File: config.mk
export PLATFORM = sky130hd
export DESIGN_NAME = ex_stage
export DESIGN_NICKNAME = d
export VERILOG_FILES = /design/src/rtl/ex_pkg.sv /design/src/rtl/barrel_shifter.sv /design/src/rtl/ex_stage.sv
export SDC_FILE = /design/constraint.sdc
export NUM_CORES = 1
export LEC_CHECK = 0
export CAP_MARGIN = 5
export CORE_MARGIN = 5
export CORE_UTILIZATION = 55
export CTS_CLUSTER_SIZE = 30
export DETAILED_ROUTE_END_ITERATION = 8
export DONT_BUFFER_PORTS = 1
export PLACE_DENSITY = 0.7
export SETUP_SLACK_MARGIN = 0.1
export SLEW_MARGIN = 20
export SYNTH_ARGS = -nofsm -noshare
export SYNTH_HDL_FRONTEND = slang
export SYNTH_SLANG_ARGS = --single-unit
File: constraint.sdc
create_clock -name clk -period 15.8 [get_ports clk]
set_input_delay 3.16 -clock clk [delete_from_list [all_inputs] [get_ports clk]]
set_output_delay 3.16 -clock clk [all_outputs]
set_load 0.03 [all_outputs]
File: src/rtl/ex_pkg.sv
// Shared types and constants for the execute stage: ALU opcodes, branch kinds,
// operand-A selects, branch funct3 codes and the EX/MEM register layout.
package ex_pkg;

    typedef enum logic [3:0] {
        ALU_ADD   = 4'd0,
        ALU_SUB   = 4'd1,
        ALU_SLL   = 4'd2,
        ALU_SLT   = 4'd3,
        ALU_SLTU  = 4'd4,
        ALU_XOR   = 4'd5,
        ALU_SRL   = 4'd6,
        ALU_SRA   = 4'd7,
        ALU_OR    = 4'd8,
        ALU_AND   = 4'd9,
        ALU_PASSB = 4'd10
    } alu_op_e;

    typedef enum logic [1:0] {
        BR_NONE = 2'd0,
        BR_BR   = 2'd1,
        BR_JAL  = 2'd2,
        BR_JALR = 2'd3
    } br_type_e;

    typedef enum logic [1:0] {
        OPA_RS1  = 2'd0,
        OPA_PC   = 2'd1,
        OPA_ZERO = 2'd2,
        OPA_RSVD = 2'd3
    } opa_sel_e;

    localparam logic [2:0] F3_BEQ  = 3'b000;
    localparam logic [2:0] F3_BNE  = 3'b001;
    localparam logic [2:0] F3_BLT  = 3'b100;
    localparam logic [2:0] F3_BGE  = 3'b101;
    localparam logic [2:0] F3_BLTU = 3'b110;
    localparam logic [2:0] F3_BGEU = 3'b111;

    typedef struct packed {
        logic        valid;
        logic [31:0] alu_result;
        logic [31:0] store_data;
        logic [31:0] pc_plus4;
        logic [4:0]  rd;
        logic        reg_we;
        logic        mem_re;
        logic        mem_we;
        logic [2:0]  funct3;
    } ex_mem_t;

endpackage

File: src/rtl/barrel_shifter.sv
// 32-bit barrel shifter: dir=0 shifts left, dir=1 shifts right, arith selects
// sign fill on right shifts.
module barrel_shifter (
    input  logic [31:0] data_in,
    input  logic [4:0]  shamt,
    input  logic        dir,
    input  logic        arith,
    output logic [31:0] data_out
);

    logic        fill;
    logic [63:0] right_ext;

    always_comb begin
        fill      = arith & data_in[31];
        right_ext = {{32{fill}}, data_in} >> shamt;
        if (dir) begin
            data_out = right_ext[31:0];
        end else begin
            data_out = data_in << shamt;
        end
    end

endmodule

File: src/rtl/ex_stage.sv
// Execute stage of the non-forwarding 5-stage pipeline: operand select, ALU,
// shifter, branch/jump resolution with PC redirect, and the EX/MEM register.
module ex_stage
    import ex_pkg::*;
#(
    parameter int          XLEN           = 32,
    parameter logic [31:0] RESET_PC_PLUS4 = 32'h0000_0004
) (
    input  logic            clk,
    input  logic            rst,
    input  logic            id_valid,
    input  logic [XLEN-1:0] id_pc,
    input  logic [XLEN-1:0] id_rs1_data,
    input  logic [XLEN-1:0] id_rs2_data,
    input  logic [XLEN-1:0] id_imm,
    input  logic [3:0]      id_alu_op,
    input  logic [1:0]      id_opa_sel,
    input  logic            id_opb_sel,
    input  logic [1:0]      id_br_type,
    input  logic [2:0]      id_funct3,
    input  logic [4:0]      id_rd,
    input  logic            id_reg_we,
    input  logic            id_mem_re,
    input  logic            id_mem_we,
    input  logic            stall,
    input  logic            flush,
    output logic            redirect,
    output logic [XLEN-1:0] redirect_pc,
    output logic            ex_valid,
    output logic [XLEN-1:0] ex_alu_result,
    output logic [XLEN-1:0] ex_store_data,
    output logic [XLEN-1:0] ex_pc_plus4,
    output logic [4:0]      ex_rd,
    output logic            ex_reg_we,
    output logic            ex_mem_re,
    output logic            ex_mem_we,
    output logic [2:0]      ex_funct3
);

    logic [31:0] op_a;
    logic [31:0] op_b;
    logic [31:0] shift_out;
    logic [31:0] alu_res;
    logic [31:0] pc_plus4;
    logic [31:0] pc_imm;
    logic [31:0] rs1_imm;
    logic        shift_dir;
    logic        shift_arith;
    logic        cond;
    logic        taken;
    alu_op_e     alu_op;
    br_type_e    br_type;
    ex_mem_t     ex_mem_d;
    ex_mem_t     ex_mem_q;

    assign alu_op  = alu_op_e'(id_alu_op);
    assign br_type = br_type_e'(id_br_type);

    always_comb begin
        case (opa_sel_e'(id_opa_sel))
            OPA_RS1: op_a = id_rs1_data;
            OPA_PC:  op_a = id_pc;
            default: op_a = 32'h0;
        endcase
        op_b = id_opb_sel ? id_imm : id_rs2_data;
    end

    always_comb begin
        shift_dir   = (alu_op == ALU_SRL) || (alu_op == ALU_SRA);
        shift_arith = (alu_op == ALU_SRA);
    end

    barrel_shifter u_shifter (
        .data_in  (op_a),
        .shamt    (op_b[4:0]),
        .dir      (shift_dir),
        .arith    (shift_arith),
        .data_out (shift_out)
    );

    always_comb begin
        pc_plus4 = id_pc + 32'd4;
        case (alu_op)
            ALU_ADD:   alu_res = op_a + op_b;
            ALU_SUB:   alu_res = op_a - op_b;
            ALU_SLL,
            ALU_SRL,
            ALU_SRA:   alu_res = shift_out;
            ALU_SLT:   alu_res = {31'b0, $signed(op_a) < $signed(op_b)};
            ALU_SLTU:  alu_res = {31'b0, op_a < op_b};
            ALU_XOR:   alu_res = op_a ^ op_b;
            ALU_OR:    alu_res = op_a | op_b;
            ALU_AND:   alu_res = op_a & op_b;
            ALU_PASSB: alu_res = op_b;
            default:   alu_res = 32'h0;
        endcase
        // Jumps write the link address regardless of the ALU opcode.
        if (br_type == BR_JAL || br_type == BR_JALR) begin
            alu_res = pc_plus4;
        end
    end

    always_comb begin
        case (id_funct3)
            F3_BEQ:  cond = (id_rs1_data == id_rs2_data);
            F3_BNE:  cond = (id_rs1_data != id_rs2_data);
            F3_BLT:  cond = $signed(id_rs1_data) < $signed(id_rs2_data);
            F3_BGE:  cond = $signed(id_rs1_data) >= $signed(id_rs2_data);
            F3_BLTU: cond = id_rs1_data < id_rs2_data;
            F3_BGEU: cond = id_rs1_data >= id_rs2_data;
            default: cond = 1'b0;
        endcase
        taken = ((br_type == BR_BR) && cond) || (br_type == BR_JAL) || (br_type == BR_JALR);
    end

    always_comb begin
        pc_imm   = id_pc + id_imm;
        rs1_imm  = id_rs1_data + id_imm;
        redirect = ~rst & id_valid & taken & ~stall & ~flush;
        if (rst) begin
            redirect_pc = 32'h0;
        end else if (br_type == BR_JALR) begin
            redirect_pc = {rs1_imm[31:1], 1'b0};
        end else begin
            redirect_pc = pc_imm;
        end
    end

    // Flush only clears the control bits; data fields keep their last values.
    always_comb begin
        ex_mem_d = ex_mem_q;
        if (flush) begin
            ex_mem_d.valid  = 1'b0;
            ex_mem_d.reg_we = 1'b0;
            ex_mem_d.mem_re = 1'b0;
            ex_mem_d.mem_we = 1'b0;
        end else if (!stall) begin
            ex_mem_d.valid      = id_valid;
            ex_mem_d.alu_result = alu_res;
            ex_mem_d.store_data = id_rs2_data;
            ex_mem_d.pc_plus4   = pc_plus4;
            ex_mem_d.rd         = id_rd;
            ex_mem_d.reg_we     = id_valid & id_reg_we;
            ex_mem_d.mem_re     = id_valid & id_mem_re;
            ex_mem_d.mem_we     = id_valid & id_mem_we;
            ex_mem_d.funct3     = id_funct3;
        end
    end

    always_ff @(posedge clk or posedge rst) begin
        if (rst) begin
            ex_mem_q          <= '0;
            ex_mem_q.pc_plus4 <= RESET_PC_PLUS4;
        end else begin
            ex_mem_q <= ex_mem_d;
        end
    end

    assign ex_valid      = ex_mem_q.valid;
    assign ex_alu_result = ex_mem_q.alu_result;
    assign ex_store_data = ex_mem_q.store_data;
    assign ex_pc_plus4   = ex_mem_q.pc_plus4;
    assign ex_rd         = ex_mem_q.rd;
    assign ex_reg_we     = ex_mem_q.reg_we;
    assign ex_mem_re     = ex_mem_q.mem_re;
    assign ex_mem_we     = ex_mem_q.mem_we;
    assign ex_funct3     = ex_mem_q.funct3;

endmodule

==> run metrics <==
Int Power 660.7 µW; Min Hold Slack 581.3 ps; top-area cell type share of the netlist area 14.97%; hold_buf cts 0; fin crit period just under 10,000 ps; RSZ-0062 raised after global routing no; vias in the first global route 19,060; clock root cell clkbuf_16; Area contributors post-synth dfrtp_1 15%, ha_1 13%, nand2_1 6.6%, o21ai_0 6.3%, a21oi_1 5.2%; Max Fclk 102.3 MHz; # rows between 60 and 70; highest-delay cell along the critical path o32ai_1; Final Cell Area approximately 18,000 µm²; Die Y between 150 and 200 µm; clock slew at reported path FFs roughly 90 ps; Startpoint Class input pin; async set-reset flop share out of synthesis between 90% and 100%; final cell count without fillers 2,801; CTS tree built; CTS H-tree depth 3; Synth top cells by count 316 x nand2_1, 224 x o21ai_0, 217 x nor2_1; syn avg cell area 7.268 µm²; routability cong. 1.113; status completed; register share of total power 31.3%; fin nets 2,700; Max clock buf depth 2; Worst R2R End ex_alu_result[0]; most common cell in the synthesized netlist nand2_1; total power 1.364 mW; post-synthesis cell type count 91; Die ar. around 36,000 µm²; Hold Path Origin ex_pc_plus4[2]; initial antenna violation count 5; Final Hold Fails 0; Post-Syn Area 17,890 µm²; max-cap violations 0; CP max stage delay around 910 ps; global-route wire length before repair 125.0 mm; Cells on Worst Hold Path 2; DP HPWL 68.00 mm; crit share post-route 61.88%; critical-path cell list ha_1, fa_1, a21oi_1, nand4b_1, nor4b_1, buf_4, o2111ai_1, a21oi_1, o21ai_1, o21a_1, a41o_1, o32ai_1; DR WL/cell 30.62 µm; R2R setup slack 14,370 ps; clock power share 18.2%; # DRC 0; Antenna Nets Post-Route 0; final slew viol count 0; switching power 703.7 µW; All-Layer GR Usage 45.62%; worst skew pair latency 390 ps; post-CTS setup buffer count 0; first-pass iteration count of the detailed router 6; Via Count 20,280; ys flop type dfrtp_1; I/O Pins 294; proportion of synthesized chip area in sequential cells 15.12%; Die Wd about 190 µm; largest net degree at the start of global routing 86; Synthesized Nets 2,809; post_cts resized 0; via/cell ratio approximately 7.2; Sw Share 51.57%; synthesized instance count 2,461; crit-path max FO 4; Setup Viol. Count Final 0; depth of the most critical reg-to-reg path 4; Core Box Area 32,290 µm²; area after detailed placement 18,070 µm²; Final TNS setup 0 ps; fill count 3,132; #FFs+latches synth 108; Starting Density about 55%; Setup CP Type input pin to primary output; GR Overflow Total 0; YS warnings 0; Logic pwr share about half; Port Buffer Count 0; Power Density around 74 nW/µm²; Reg-to-Reg Start ex_alu_result[0]; CP endpoint kind primary output; initial DRC count 2,919; Req. time, crit path 12,640 ps; Arr. time, crit path 6620 ps; post-synth top area cell dfrtp_1; most used cell, CP a21oi_1; CTS sink count 108; final wirelength roughly 86 mm; Hold WC Path Type flip-flop to flip-flop; LEAKAGE roughly 8 nW; layout cells sized above 1 roughly 6.2%; EDFF count, synth 0; clk_skew 0 ps; Syn-to-layout area delta 2.763%; max_slew headroom 8.745%; Slew @ Worst Pin ~1400 ps; worst ir drop on vdd 61.60 µV; dpl cells 2,783; CTS buffer count 9; end of the worst hold path ex_pc_plus4[2]
worst max-delay path by stage:
stage,start,end,slack [ps]
after floorplan,rst,redirect_pc[20],5490
after global placement,id_pc[0],redirect_pc[28],6070
after detailed placement,id_pc[0],redirect_pc[28],6080
after CTS,id_pc[0],redirect_pc[28],6060
after global routing,id_pc[0],redirect_pc[28],5850
final,id_pc[0],redirect_pc[28],6020
per-layer routing:
layer	track usage [%]	vias up	part of all wire [%]
li1	-	8792	-
met2	67.58	1582	42
met5	0	-	0.036
met4	25.52	4	6.9
met1	57.39	9587	36
met3	16.75	313	15
cell type report:
class / count / area (µm²) / area share (%)
multi-input cells: 2062 / 14040 / 76.41
flip-flops and latches: 108 / 2704 / 14.71
well taps: 442 / 553.0 / 3.009
inverters: 140 / 533.0 / 2.900
clock buffers: 10 / 239.0 / 1.300
repair buffers: 31 / 236.5 / 1.287
clock inverters: 6 / 65.06 / 0.3540
diodes: 2 / 5.005 / 0.02723
logic make-up (layout without fill, tap and decap cells):
group | count (synthesis) | count (layout) | share of synthesized area (%)
flops | 108 | 108 | 15.12
xor+xnor | 98 | 98 | 4.799
other cells | 0 | 2 | 0
mux | 128 | 128 | 9.178
buf+inv | 291 | 187 | 6.730
fa+ha+maj | 195 | 195 | 13.81
compound gates | 848 | 848 | 30.60
simple gates | 793 | 793 | 19.77
power groups by stage:
stage               Sequential (mW)  Clock (mW)  Combinational (mW)
global route                  0.431       0.256               0.731
detailed placement            0.433           0               0.656
finish                        0.427       0.248               0.689
global placement              0.433           0               0.649
floorplan                     0.414           0               0.489
CTS                           0.429       0.248               0.659
through the flow:
stage	utilization (%)	worst slack, ps
2_1_floorplan	-	5488
3_3_place_gp	55.95	6068
3_5_place_dp	55.96	6079
4_1_cts	56.90	6058
5_1_grt	56.91	5854
6_report	56.92	6023
cells in the final DEF (no fill, tap or decap), drive strengths merged, types with 41 or more instances in the layout:
master  instances
nand2         316
inv           141
nor2          227
dfrtp         107
ha            191
a211oi         41
o21ai         251
nor3           62
a21oi         187
xnor2          58
mux2i          89
nand3          50
flip-flops by register name, summed over array words and instances, names as in the netlist:
name and count:
ex_mem_we 1, ex_funct3 3, ex_reg_we 1, ex_alu_result 32
ex_pc_plus4 32, ex_store_data 32, ex_rd 5, ex_mem_re 1
ex_valid 1
critical path, delay by kind of cell:
family	cells	cell delay, ps
compound gates	7	2180
fa+ha+maj	2	650
buf+inv	1	190
simple gates	2	430
No activity file was read; power rests on OpenSTA's default activity.
